$ cat src/rtl/dmem_pkg.sv
// Shared types and widths for the data-memory arbiter.
//   ADDR_W / DATA_W : default word-address and data widths
//   NUM_REQ         : number of requesters (0 = core LSU, 1 = DMA/debug)
//   state_t         : arbiter FSM states
//   req_t           : latched request payload (we, addr, wdata)
package dmem_pkg;

    localparam int unsigned ADDR_W  = 11;
    localparam int unsigned DATA_W  = 32;
    localparam int unsigned NUM_REQ = 2;

    typedef enum logic [1:0] {
        IDLE   = 2'd0,
        ACCESS = 2'd1,
        RESP   = 2'd2
    } state_t;

    typedef struct packed {
        logic              we;
        logic [ADDR_W-1:0] addr;
        logic [DATA_W-1:0] wdata;
    } req_t;

endpackage

$ cat src/rtl/dmem_rr_pick.sv
// Winner selection between the two requesters.
// Macro DMEM_ARB_RR_EN: defined -> round-robin, the last-granted requester
// loses a tie; undefined -> fixed priority, requester 0 wins every tie.
//   valid : request valids, bit N = requester N
//   last  : requester granted most recently (ignored in fixed priority)
//   grant : one-hot winner, all zero when nothing is valid
module dmem_rr_pick
    import dmem_pkg::*;
(
    input  logic [NUM_REQ-1:0] valid,
    input  logic               last,
    output logic [NUM_REQ-1:0] grant
);

`ifdef DMEM_ARB_RR_EN
    // On a tie the requester that did not win last time goes first.
    always_comb begin
        grant = '0;
        if (valid == 2'b11) begin
            grant = last ? 2'b01 : 2'b10;
        end else begin
            grant = valid;
        end
    end
`else
    logic unused_last;
    assign unused_last = last;

    // Requester 0 always has priority.
    always_comb begin
        grant = '0;
        if (valid[0]) begin
            grant = 2'b01;
        end else if (valid[1]) begin
            grant = 2'b10;
        end
    end
`endif

endmodule

$ cat src/rtl/dmem_arbiter.sv
// Two-port arbiter in front of a single-port data_memory with combinational
// read. One transaction is outstanding at a time: IDLE (accept) -> ACCESS
// (memory cycle) -> RESP (hold response until the owner takes it).
// Macro DMEM_ARB_RR_EN selects round-robin instead of fixed priority.
// Ports:
//   i_clk, i_rstn                : clock, async active-low reset
//   i_mN_req_valid/o_mN_req_ready: request handshake (ready is combinational)
//   i_mN_we/i_mN_addr/i_mN_wdata : request payload
//   o_mN_rsp_valid/i_mN_rsp_ready: response handshake
//   o_mN_rsp_rdata               : read data, 0 for write responses
//   o_mem_write/addr/wdata       : data_memory controls
//   i_mem_rdata                  : data_memory read data of o_mem_addr
module dmem_arbiter #(
    parameter int unsigned ADDR_W = dmem_pkg::ADDR_W,
    parameter int unsigned DATA_W = dmem_pkg::DATA_W
) (
    input  logic              i_clk,
    input  logic              i_rstn,

    input  logic              i_m0_req_valid,
    output logic              o_m0_req_ready,
    input  logic              i_m0_we,
    input  logic [ADDR_W-1:0] i_m0_addr,
    input  logic [DATA_W-1:0] i_m0_wdata,
    output logic              o_m0_rsp_valid,
    input  logic              i_m0_rsp_ready,
    output logic [DATA_W-1:0] o_m0_rsp_rdata,

    input  logic              i_m1_req_valid,
    output logic              o_m1_req_ready,
    input  logic              i_m1_we,
    input  logic [ADDR_W-1:0] i_m1_addr,
    input  logic [DATA_W-1:0] i_m1_wdata,
    output logic              o_m1_rsp_valid,
    input  logic              i_m1_rsp_ready,
    output logic [DATA_W-1:0] o_m1_rsp_rdata,

    output logic              o_mem_write,
    output logic [ADDR_W-1:0] o_mem_addr,
    output logic [DATA_W-1:0] o_mem_wdata,
    input  logic [DATA_W-1:0] i_mem_rdata
);
    import dmem_pkg::*;

    // Payload register widths follow the package struct.
    localparam int unsigned PA_W = dmem_pkg::ADDR_W;
    localparam int unsigned PD_W = dmem_pkg::DATA_W;

    state_t             state;
    req_t               req_q;
    req_t               win_req;
    logic               owner_q;
    logic               mem_write_q;
    logic [NUM_REQ-1:0] rsp_valid_q;
    logic [PD_W-1:0]    rsp_data_q;
    logic [NUM_REQ-1:0] valid;
    logic [NUM_REQ-1:0] pick;
    logic [NUM_REQ-1:0] grant;
    logic               last_q;
    logic               owner_ready;

    assign valid = {i_m1_req_valid, i_m0_req_valid};

    dmem_rr_pick u_pick (
        .valid (valid),
        .last  (last_q),
        .grant (pick)
    );

    // Grants only exist in IDLE; reset forces ready low with everything else.
    assign grant          = (i_rstn && (state == IDLE)) ? pick : '0;
    assign o_m0_req_ready = grant[0];
    assign o_m1_req_ready = grant[1];

    // Payload of the requester that wins this cycle.
    always_comb begin
        win_req = '0;
        if (pick[1]) begin
            win_req.we    = i_m1_we;
            win_req.addr  = PA_W'(i_m1_addr);
            win_req.wdata = PD_W'(i_m1_wdata);
        end else begin
            win_req.we    = i_m0_we;
            win_req.addr  = PA_W'(i_m0_addr);
            win_req.wdata = PD_W'(i_m0_wdata);
        end
    end

`ifdef DMEM_ARB_RR_EN
    // Last-granted pointer; reset value 1 lets requester 0 win the first tie.
    always_ff @(posedge i_clk or negedge i_rstn) begin
        if (!i_rstn) begin
            last_q <= 1'b1;
        end else if (|grant) begin
            last_q <= grant[1];
        end
    end
`else
    assign last_q = 1'b1;
`endif

    assign owner_ready = owner_q ? i_m1_rsp_ready : i_m0_rsp_ready;

    // Transaction FSM with registered memory and response outputs.
    always_ff @(posedge i_clk or negedge i_rstn) begin
        if (!i_rstn) begin
            state       <= IDLE;
            req_q       <= '0;
            owner_q     <= 1'b0;
            mem_write_q <= 1'b0;
            rsp_valid_q <= '0;
            rsp_data_q  <= '0;
        end else begin
            case (state)
                IDLE: begin
                    if (|grant) begin
                        req_q       <= win_req;
                        owner_q     <= grant[1];
                        mem_write_q <= win_req.we;
                        state       <= ACCESS;
                    end
                end
                ACCESS: begin
                    // The write strobe covers exactly this one cycle.
                    mem_write_q <= 1'b0;
                    rsp_data_q  <= req_q.we ? '0 : PD_W'(i_mem_rdata);
                    rsp_valid_q <= owner_q ? 2'b10 : 2'b01;
                    state       <= RESP;
                end
                RESP: begin
                    if (owner_ready) begin
                        rsp_valid_q <= '0;
                        state       <= IDLE;
                    end
                end
                default: begin
                    mem_write_q <= 1'b0;
                    rsp_valid_q <= '0;
                    state       <= IDLE;
                end
            endcase
        end
    end

    // Address and data come straight from the request register, so they
    // hold their last values outside ACCESS.
    assign o_mem_write    = mem_write_q;
    assign o_mem_addr     = ADDR_W'(req_q.addr);
    assign o_mem_wdata    = DATA_W'(req_q.wdata);
    assign o_m0_rsp_valid = rsp_valid_q[0];
    assign o_m1_rsp_valid = rsp_valid_q[1];
    assign o_m0_rsp_rdata = DATA_W'(rsp_data_q);
    assign o_m1_rsp_rdata = DATA_W'(rsp_data_q);

endmodule

$ cat config.mk
export PLATFORM = sky130hd
export DESIGN_NAME = dmem_arbiter
export DESIGN_NICKNAME = d
export VERILOG_FILES = /design/src/rtl/dmem_pkg.sv /design/src/rtl/dmem_rr_pick.sv /design/src/rtl/dmem_arbiter.sv
export SDC_FILE = /design/constraint.sdc
export NUM_CORES = 1
export LEC_CHECK = 0
export BUFFER_PORTS_ARGS = -buffer_cell sky130_fd_sc_hd__buf_2
export CORE_MARGIN = 2
export CORE_UTILIZATION = 46
export CTS_CLUSTER_DIAMETER = 200
export DETAILED_ROUTE_END_ITERATION = 6
export PLACE_DENSITY_LB_ADDON = 0.1
export SLEW_MARGIN = 20
export SYNTH_ARGS = -nofsm -noshare
export SYNTH_HDL_FRONTEND = slang
export SYNTH_SLANG_ARGS = --single-unit
$ cat constraint.sdc
create_clock -name i_clk -period 2.1 [get_ports i_clk]
set_input_delay 0.105 -clock i_clk [delete_from_list [all_inputs] [get_ports i_clk]]
set_output_delay 0.105 -clock i_clk [all_outputs]
set_load 0.1 [all_outputs]
* Word level (Yosys, flattened, before mapping)
Index checks and enable logic that the tools add are counted.
** Word-level totals
- Bits of input ports :: 126
- Word-level logic and storage cells :: 34
- Bits in registers :: 82
- Output and inout bits :: 112
** Operators by class
- Multiplexer cells :: 13
- Reductions and logical operators :: 7
- Eq/ne operators :: 4
- Bitwise operators :: 2
** Operators by type and width (number)
- 2-to-1 mux 44 bit :: 1
- 2-to-1 mux 32 bit :: 1
- 2-to-1 mux 2 bit :: 6
- case mux 2 bit (3 select lines) :: 2
- AND reduction 2 bit :: 4
- == test 2 x 1 -> 1 bit (second input constant) :: 1
- == test 2 bit (second input constant) :: 1
- zero test 2 bit :: 1
- 2-to-1 mux 1 bit :: 2
- inequality test 2 x 1 -> 1 bit (second input constant) :: 1
- inequality test 2 bit (second input constant) :: 1
- inverter 1 bit :: 2
- case mux 1 bit (2 select lines) :: 1
- OR reduction 2 bit :: 1
- logical AND 1 bit :: 1

* Depth between registers and ports, before layout
Gate-level depths: netlist of the first run.
- Word-level depth :: 6
- Gate-level depth with buffers :: 5
- Depth with buffers taken out :: 3

* Hierarchy
From an unflattened synthesis of the first run, not the netlist that was laid out.
** Unflattened totals
- Cells, all modules :: 381
- Area, all modules :: 4456.8 um^2
** Modules (own cells, without submodules)
- dmem_arbiter :: area an instance 4435.5 um^2, sequential area each 2052.0 um^2, cells each 379, times used 1
- dmem_rr_pick :: area an instance 21.3 um^2, sequential area each 0.0 um^2, cells each 2, times used 1

* Worst setup path before layout of the first run
No wires, ideal clock.
- Kind :: register -> register
- From :: register state[0]
- To :: register owner_q
- Buffers on the path :: 0
- Setup slack :: 0.372 ns
- Arrival time :: 1.566 ns
- Library setup time :: 0.162 ns
- Clock period less this slack :: 1.728 ns
- Stages on the path, launching flop included :: 4
- Data required time :: 1.938 ns
- Cell sequence :: dfrtp_1 > nor3b_2 > and2_1 > nor2_1
** On the way
- Longest elaborated chain between the ends :: 5
** RTL lines
- from (decl) :: RTL line dmem_arbiter.sv:49 : state_t state;
- from (signal assigned) :: RTL line dmem_arbiter.sv:107 : state <= IDLE;
- from (signal assigned) :: RTL line dmem_arbiter.sv:120 : state <= ACCESS;
- from (signal assigned) :: RTL line dmem_arbiter.sv:128 : state <= RESP;
- zero test 2 bit :: RTL line dmem_arbiter.sv:71 : assign grant = (i_rstn && (state == IDLE)) ? pick : '0;
- logical AND 1 bit :: RTL line dmem_arbiter.sv:71
- 2-to-1 mux 2 bit :: RTL line dmem_arbiter.sv:71
- net o_m0_req_ready :: RTL line dmem_arbiter.sv:21 : output logic o_m0_req_ready,
- OR reduction 2 bit :: RTL line dmem_arbiter.sv:116 : if (|grant) begin
- AND reduction 2 bit (no line)
- to (signal assigned) :: RTL line dmem_arbiter.sv:118 : owner_q <= grant[1];
- to (decl) :: RTL line dmem_arbiter.sv:52 : logic owner_q;
The timed path passes the listed nets, and every way through them passes these cells.
A chain may end at the register's enable or synchronous reset.

* Worst setup path in the final report of the first run
- From :: register state[0]
- To :: register req_q, in the netlist o_mem_wdata[23]
** On the way
- Longest elaborated chain between the ends :: 5
** RTL lines
- zero test 2 bit (*) :: RTL line dmem_arbiter.sv:71, dmem_arbiter.sv:114
- logical AND 1 bit :: RTL line dmem_arbiter.sv:71
- 2-to-1 mux 2 bit :: RTL line dmem_arbiter.sv:71
- OR reduction 2 bit :: RTL line dmem_arbiter.sv:116
- AND reduction 2 bit (no line) (*)
- to (signal assigned) :: RTL line dmem_arbiter.sv:117 : req_q <= win_req;
- to (decl) :: RTL line dmem_arbiter.sv:50 : req_t req_q;
Mark *: on every way between the ends. The rest lies on a longest branch, timed or not.

==> results of run 1 <==
area by class of cell:
type	count	area (µm²)	share of cell area, %
timing repair buffer	269	1570	26.8
sequential	82	2050	35.0
clock inverter	6	113	1.92
tap	133	166	2.84
multi-input combinational	201	1820	31.0
clock buffer	10	138	2.35
inverter	2	7.51	0.128
through the flow:
step,instance area (µm²),hold WS [ns]
6_report,5870,0.0200
5_1_grt,5870,0.0140
4_1_cts,5860,0.00137
3_5_place_dp,5370,0.163
3_3_place_gp,5370,0.161
2_1_floorplan,4620,-0.191
worst max-delay path, cell delays in order (launching register included):
cell     delay [ns]
dfrtp_1        0.47
nor3b_2        0.34
o21a_4         0.21
buf_12         0.21
mux2_2         0.35
state kept, by name, summed over array words and instances (netlist names):
name	flops
o_m0_rsp_rdata	32
o_mem_addr	11
o_mem_wdata	32
o_mem_write	1
owner_q	1
req_q	1
rsp_valid_q	2
state	2
worst max-delay path by stage:
stage                   from              end
floorplan           state[0]          owner_q
global placement    state[0]  o_mem_wdata[21]
detailed placement  state[0]  o_mem_wdata[21]
CTS                 state[0]   o_m0_req_ready
global route        state[0]  o_mem_wdata[23]
finish              state[0]  o_mem_wdata[23]
synth_stat cells:
library cell,count,area share (%)
a211oi_1,1,0.16
a21bo_2,1,0.22
a21oi_1,1,0.11
and2_1,1,0.14
and3b_1,1,0.19
buf_12,4,1.7
buf_2,1,0.11
buf_4,75,12
buf_6,5,1.2
buf_8,1,0.32
clkbuf_1,9,0.73
dfrtp_1,82,44
inv_1,2,0.16
mux2_2,10,2.4
mux2_4,76,25
mux2i_1,5,1.1
nand2_1,64,5.2
nand2b_1,3,0.41
nor2_1,1,0.081
nor2b_1,1,0.14
nor3b_2,1,0.27
o21a_2,1,0.19
o21ai_0,32,3.5
o2bb2ai_1,2,0.38
layer usage:
layer | routed length (µm) | global-route usage, %
met4 | 123 | 6.37
met1 | 4210 | 23.2
met3 | 604 | 4.07
met5 | 0 | 0
met2 | 4770 | 29.5
what timing repair did:
item / in CTS / in global routing
endpoints found under the hold margin: 51 / 1
hold buffers: 24 / 1
resized for setup: 0 / 0
logic make-up (layout without fill, tap and decap cells):
kind of cell    Yosys count  in the layout  synth area share, %
compound gates           38             38                 4.52
flops                    82             82                 44.4
buf+inv                  97            287                 16.5
mux                      91             91                 28.2
simple gates             72             72                 6.42
==> qor.csv, run 1 <==
metric,value,unit
vias in the first global route,3183,
Synth Area per Inst,12.2,µm²
TritonCTS clock tree,built,
die area,10900,µm²
GP Congestion,0.740,
Crit path required time,2.33,ns
Crit Path Max Fanout,25,
first-pass GRT wire length,15600,µm
minimum clock period,1.70,ns
CP startpoint kind,flip-flop,
final worst slack,0.396,ns
HP Class,in -> reg,
Antenna Cells,0,
hpwl dp,7140,µm
Synth cell types,24,
"commonest non-fill, non-tap cell in the layout",buf_2,
TritonRoute pass-1 iters,5,
via count,3214,
Tot GR Track Use,17.9,%
HP Start,i_mem_rdata[21],
RSZ-0062 raised after global routing,false,
outcome,"finished, final reports clean",
Die W,104,µm
initial antenna violation count,0,
worst r2r path cells,4,
Buffers on Ports,237,
Iter 0 DRT Violations,121,
data arrival time of the worst path,1.93,ns
Setup-failing EPs final,0,
Routed Antenna Nets,0,
starting density of the core,47.3,%
total congestion overflow,0,
Final Instance Count excl. Fillers,703,
DRC,0,
max cap viols,0,
Achievable Freq,0.587,GHz
placed insts,662,
CP Capture Type,flip-flop,
largest net degree at the start of global routing,55,
final wirelength,9700,µm
area delta synth->final,27.0,%
critical path class,reg -> reg,
reg2reg setup slack,0.40,ns
Post-Place Worst Slack,0.396,ns
fin crit share,81.1,%
Die Ht,104,µm
Core Rows,36,
root buffer cell,clkbuf_8,
Max H-tree Level,3,
layout cells sized above 1,61.6,%
syn_nets,506,
I/O pins,238,
TritonCTS buffer count,9,
synth warn,0,
hold endpoint,o_m0_rsp_rdata[21],
most frequent cells in the layout,"buf_2, dfrtp_1, mux2_4",
hold path depth,3,
vias per cell,4.57,
Layout Utilization,60.0,%
total core area,9770,µm²
Post-Syn Area,4620,µm²
max-slew violations,0,
Worst Tran Pin Value,0.679,ns
reg2reg start,state[0],
clk sink count,82,
slew margin rel.,54.7,%
Worst-path clk slew,0.08,ns
Seq cells post-synth,82,
post-synthesis cell count,380,
reg-to-reg critical path endpoint,o_mem_wdata[23],
wire per inst,13.8,µm
number of post-CTS setup repair buffers,0,
sequential area share after synthesis,44.4,%
Nets,691,
# fillers,853,
Post-Route Setup TNS,0,ns
Worst-Skew Late Latency,0.34,ns
CTS Buffer Depth,2,
final setup skew,0.00469,ns
Final Hold Violating Endpoints,0,
Power of run 1 is not shown: default switching activity piles up to over one toggle a cycle in this logic, so the estimate is an artifact.
==> run 2: changes to the inputs <==
--- a/config.mk
+++ b/config.mk
@@ -5,9 +5,10 @@
 export SDC_FILE = /design/constraint.sdc
 export NUM_CORES = 1
 export LEC_CHECK = 0
+export ABC_AREA = 1
 export BUFFER_PORTS_ARGS = -buffer_cell sky130_fd_sc_hd__buf_2
 export CORE_MARGIN = 2
-export CORE_UTILIZATION = 46
+export CORE_UTILIZATION = 45
 export CTS_CLUSTER_DIAMETER = 200
 export DETAILED_ROUTE_END_ITERATION = 6
 export PLACE_DENSITY_LB_ADDON = 0.1
==> constraint.sdc (replaced) <==
create_clock -name i_clk -period 1.6 [get_ports i_clk]
set_input_delay 0.08 -clock i_clk [delete_from_list [all_inputs] [get_ports i_clk]]
set_output_delay 0.08 -clock i_clk [all_outputs]
set_load 0.1 [all_outputs]
==> qor.csv, run 2 <==
metric,value,unit
largest family of logic cells by synthesized area,simple AND/OR/NAND/NOR gates,
Final Hold Violating Endpoints,0,
DRC,0,
ys async rst share,100,%
RSZ-0062 raised after global routing,true,
vias per cell,4.58,
Die W,103,µm
GP Congestion,0.836,
largest net degree at the start of global routing,62,
post-synthesis cell count,582,
data arrival time of the worst path,1.48,ns
most frequent cell after synthesis,nand2_1,
slowest CP cell,dfrtp_2,
Synth Area in Compound Gates,0.113,%
area delta synth->final,29.9,%
Adder-Cell Fraction of Synth Area,0,%
outcome,"finished, final reports clean",
starting density of the core,45.8,%
Synth area leader,dfrtp_1,
initial antenna violation count,0,
Synth top area share,46.3,%
first-pass GRT wire length,17200,µm
vias in the first global route,3731,
TritonCTS buffer count,9,
Crit path largest cell delay,0.45,ns
simple-gate share of the synthesized area,35.4,%
CP top delay family,flip-flops,
Achievable Freq,0.643,GHz
Crit Path Max Fanout,20,
synth top area cells,"dfrtp_1, nand2_1, buf_4",
Setup-failing EPs final,0,
slew margin rel.,49.4,%
Register Area,2050,µm²
Crit path required time,1.52,ns
Synth Area per Inst,7.62,µm²
Worst-path clk slew,0.08,ns
syn_nets,708,
Buffers on Ports,237,
root buffer cell,clkbuf_8,
fin crit share,97.2,%
wire per inst,12.6,µm
die area,10700,µm²
CP Capture Type,output port,
Routed Antenna Nets,0,
TritonRoute pass-1 iters,4,
predominant post-synthesis flop cell,dfrtp_1,
most frequent CP cell,buf_12,
Core Rows,36,
post-synthesis mux area share,0,%
via count,4159,
TritonCTS clock tree,built,
hpwl dp,8340,µm
critical path class,reg -> out,
placed cell area,5180,µm²
Die Ht,103,µm
Worst Tran Pin Value,0.758,ns
Max H-tree Level,3,
Final Instance Area,5760,µm²
clk sink count,82,
Tot GR Track Use,20.9,%
synth warn,0,
CTS Buffer Depth,2,
Post-Synth XOR/XNOR Area,0,%
most frequent cells in the layout,"nand2_1, buf_2, dfrtp_1",
CP startpoint kind,flip-flop,
final setup skew,0.00712,ns
HP Class,in -> reg,
total congestion overflow,0,
minimum clock period,1.56,ns
Post-Syn Area,4430,µm²
Multi-input gate area,1590,µm²
Post-synth EDFFs,0,
total core area,9680,µm²
critical path cell sequence,"nor2_4, nand3_4, buf_12, clkinvlp_4, buf_12",
I/O pins,238,
Worst-Skew Late Latency,0.34,ns
max cap viols,0,
Iter 0 DRT Violations,133,
final wirelength,11500,µm
Synth cell types,17,
# fillers,871,
Seq cells post-synth,82,
WP buf/inv,3,
max-slew violations,0,
sequential area share after synthesis,46.3,%
Nets,897,
Antenna Cells,0,
"commonest non-fill, non-tap cell in the layout",nand2_1,
layout cells sized above 1,36.1,%
most frequent cells after synthesis,"nand2_1, dfrtp_1, buf_4",
run 2: cell count changes in the layout (fill, tap and decap cells not counted), moves of 3 or more:
cell / before / now
nand2_1: 64 / 295
nand3_1: 0 / 78
mux2_4: 76 / 0
o21ai_0: 32 / 1
mux2_2: 10 / 0
dlygate4sd3_1: 25 / 34
buf_4: 4 / 11
mux2i_1: 5 / 0
inv_1: 2 / 6
clkinvlp_4: 0 / 3
inv_2: 0 / 3
run 2: layer usage:
layer	wire length (µm)	global-route usage [%]
met1	4630	24.4
met2	5840	37.7
met3	776	4.03
met4	214	8.30
met5	0	0
run 2: timing repair:
item                       4_1_cts  5_1_grt
buffers inserted                 1        0
hold buffers                    34        0
hold endpoints to repair       115        0
gates resized for setup          7        0
setup endpoints to repair        2        2
run 2: logic make-up after synthesis:
group,after synthesis
and+or+nand+nor,382
DFF,82
buffers and inverters,117
AOI/OAI and AO/OA,1
run 2: metrics by stage:
step	worst slack (ns)	cells	setup TNS, ns	util, %	hold slack, ns
global placement	0.294	858	0	53.5	0.113
detailed placement	0.206	858	0	53.5	0.123
finish	0.0447	909	0	59.5	0.0195
global route	-0.0340	909	-0.0625	59.5	0.0229
CTS	0.0141	909	0	59.5	0.00459
floorplan	0.0570	582	0	-	-0.216
run 2: area by class of cell:
| cell class | instances | share of cell area [%] |
|---|---|---|
| clock buffers | 10 | 2.39 |
| multi-input cells | 383 | 27.7 |
| clock inverters | 6 | 1.13 |
| inverters | 11 | 0.847 |
| flip-flops and latches | 82 | 35.7 |
| well taps | 133 | 2.89 |
| repair buffers | 284 | 29.4 |
run 2: worst paths after layout:
| path | from | end | slack [ns] | cells after the start |
|---|---|---|---|---|
| min in group asynchronous | i_rstn | o_mem_wdata[14] | 0.36 | 3 |
| worst min-delay path | i_m1_addr[0] | o_mem_addr[0] | 0.02 | 5 |
| worst max-delay path | state[1] | o_m0_req_ready | 0.04 | 5 |
| worst max register to register | state[0] | o_m0_rsp_rdata[29] | 0.24 | 6 |
| worst min register to register | rsp_valid_q[1] | rsp_valid_q[1] | 0.47 | 2 |
| max in group asynchronous | i_rstn | state[1] | 0.51 | 3 |
run 2: worst register-to-register path, stage by stage, from the launching register on:
cell,delay [ns]
dfrtp_2,0.43
buf_4,0.15
inv_2,0.06
nor2_4,0.04
inv_2,0.41
nand2_1,0.13
nand2_1,0.10
Power of run 2 is left out for the same reason.
==> run 3: changes to the inputs <==
--- a/config.mk
+++ b/config.mk
@@ -12,6 +12,7 @@
 export CTS_CLUSTER_DIAMETER = 200
 export DETAILED_ROUTE_END_ITERATION = 6
 export PLACE_DENSITY_LB_ADDON = 0.1
+export RECOVER_POWER = 50
 export SLEW_MARGIN = 20
 export SYNTH_ARGS = -nofsm -noshare
 export SYNTH_HDL_FRONTEND = slang
==> qor.csv, run 3 (same netlist as run 2, synthesis figures left out) <==
metric,value,unit
Final Hold Violating Endpoints,0,
most frequent cells in the layout,"nand2_1, buf_2, dfrtp_1",
Die W,103,µm
DRC,0,
Worst-path clk slew,0.08,ns
RSZ-0062 raised after global routing,true,
wire per inst,12.7,µm
Die Ht,103,µm
final wirelength,11500,µm
data arrival time of the worst path,1.47,ns
# fillers,871,
Crit path required time,1.52,ns
placed cell area,5180,µm²
root buffer cell,clkbuf_8,
Core Rows,36,
total core area,9680,µm²
Setup-failing EPs final,0,
CP Capture Type,output port,
Nets,897,
via count,4191,
die area,10700,µm²
area delta synth->final,29.8,%
max-slew violations,0,
Final Instance Area,5760,µm²
outcome,"finished, final reports clean",
Crit Path Max Fanout,20,
CTS Buffer Depth,2,
CP startpoint kind,flip-flop,
Routed Antenna Nets,0,
Buffers on Ports,237,
Worst-Skew Late Latency,0.34,ns
clk sink count,82,
TritonCTS clock tree,built,
hpwl dp,8340,µm
first-pass GRT wire length,17200,µm
final worst slack,0.0455,ns
vias per cell,4.61,
Achievable Freq,0.643,GHz
HP Class,in -> reg,
Worst Tran Pin Value,0.834,ns
TritonCTS buffer count,9,
initial antenna violation count,0,
largest net degree at the start of global routing,62,
critical path class,reg -> out,
GP Congestion,0.836,
slew margin rel.,44.4,%
reg2reg setup slack,0.24,ns
starting density of the core,45.8,%
vias in the first global route,3731,
Max H-tree Level,3,
I/O pins,238,
layout cells sized above 1,36.1,%
fin crit share,97.2,%
Iter 0 DRT Violations,128,
Antenna Cells,0,
final setup skew,0.00884,ns
"commonest non-fill, non-tap cell in the layout",nand2_1,
Tot GR Track Use,20.9,%
total congestion overflow,0,
minimum clock period,1.55,ns
max cap viols,0,
Post-Place Worst Slack,0.206,ns
TritonRoute pass-1 iters,4,
Layout Utilization,59.4,%
## run 3: cell type report
| type | instances | area [µm²] | share of cell area [%] |
|---|---|---|---|
| clock buffer | 10 | 138 | 2.39 |
| clock inverter | 6 | 65.1 | 1.13 |
| inverter | 11 | 48.8 | 0.848 |
| multi-input combinational | 383 | 1590 | 27.7 |
| sequential | 82 | 2050 | 35.7 |
| tap | 133 | 166 | 2.89 |
| timing repair buffer | 284 | 1690 | 29.4 |
## run 3: final timing paths
kind	startpoint	to	cells after the start
worst max-delay path	state[1]	o_m0_req_ready	5
worst min-delay path	i_m1_addr[0]	o_mem_addr[0]	5
worst max register to register	state[0]	o_m0_rsp_rdata[29]	6
worst min register to register	rsp_valid_q[1]	rsp_valid_q[1]	2
max in group asynchronous	i_rstn	state[1]	3
min in group asynchronous	i_rstn	o_mem_wdata[14]	3
## run 3: metrics by stage
| step | instances | setup TNS, ns | hold slack [ns] |
|---|---|---|---|
| 2_1_floorplan | 582 | 0 | -0.216 |
| 3_3_place_gp | 858 | 0 | 0.113 |
| 3_5_place_dp | 858 | 0 | 0.123 |
| 4_1_cts | 909 | 0 | 0.00459 |
| 5_1_grt | 909 | -0.0625 | 0.0229 |
| 6_report | 909 | 0 | 0.0194 |
## run 3: per-layer routing
layer	share of wire (%)	wire length, µm	track usage [%]
met4	2.0	226	8.30
met5	0	0	0
met2	50	5790	37.7
met3	6.8	783	4.03
met1	41	4730	24.4
## run 3: critical path, stage by stage (launching register included)
cell	delay (ns)
dfrtp_2	0.45
nor2_4	0.14
nand3_4	0.10
buf_12	0.17
clkinvlp_4	0.09
buf_12	0.17
## run 3: what timing repair did
action | in CTS | in global routing
setup endpoints to repair | 2 | 2
hold buffers | 34 | 0
hold endpoints to repair | 115 | 0
setup buffers | 1 | 0
resized for setup | 7 | 0
Power of run 3 is left out for the same reason.
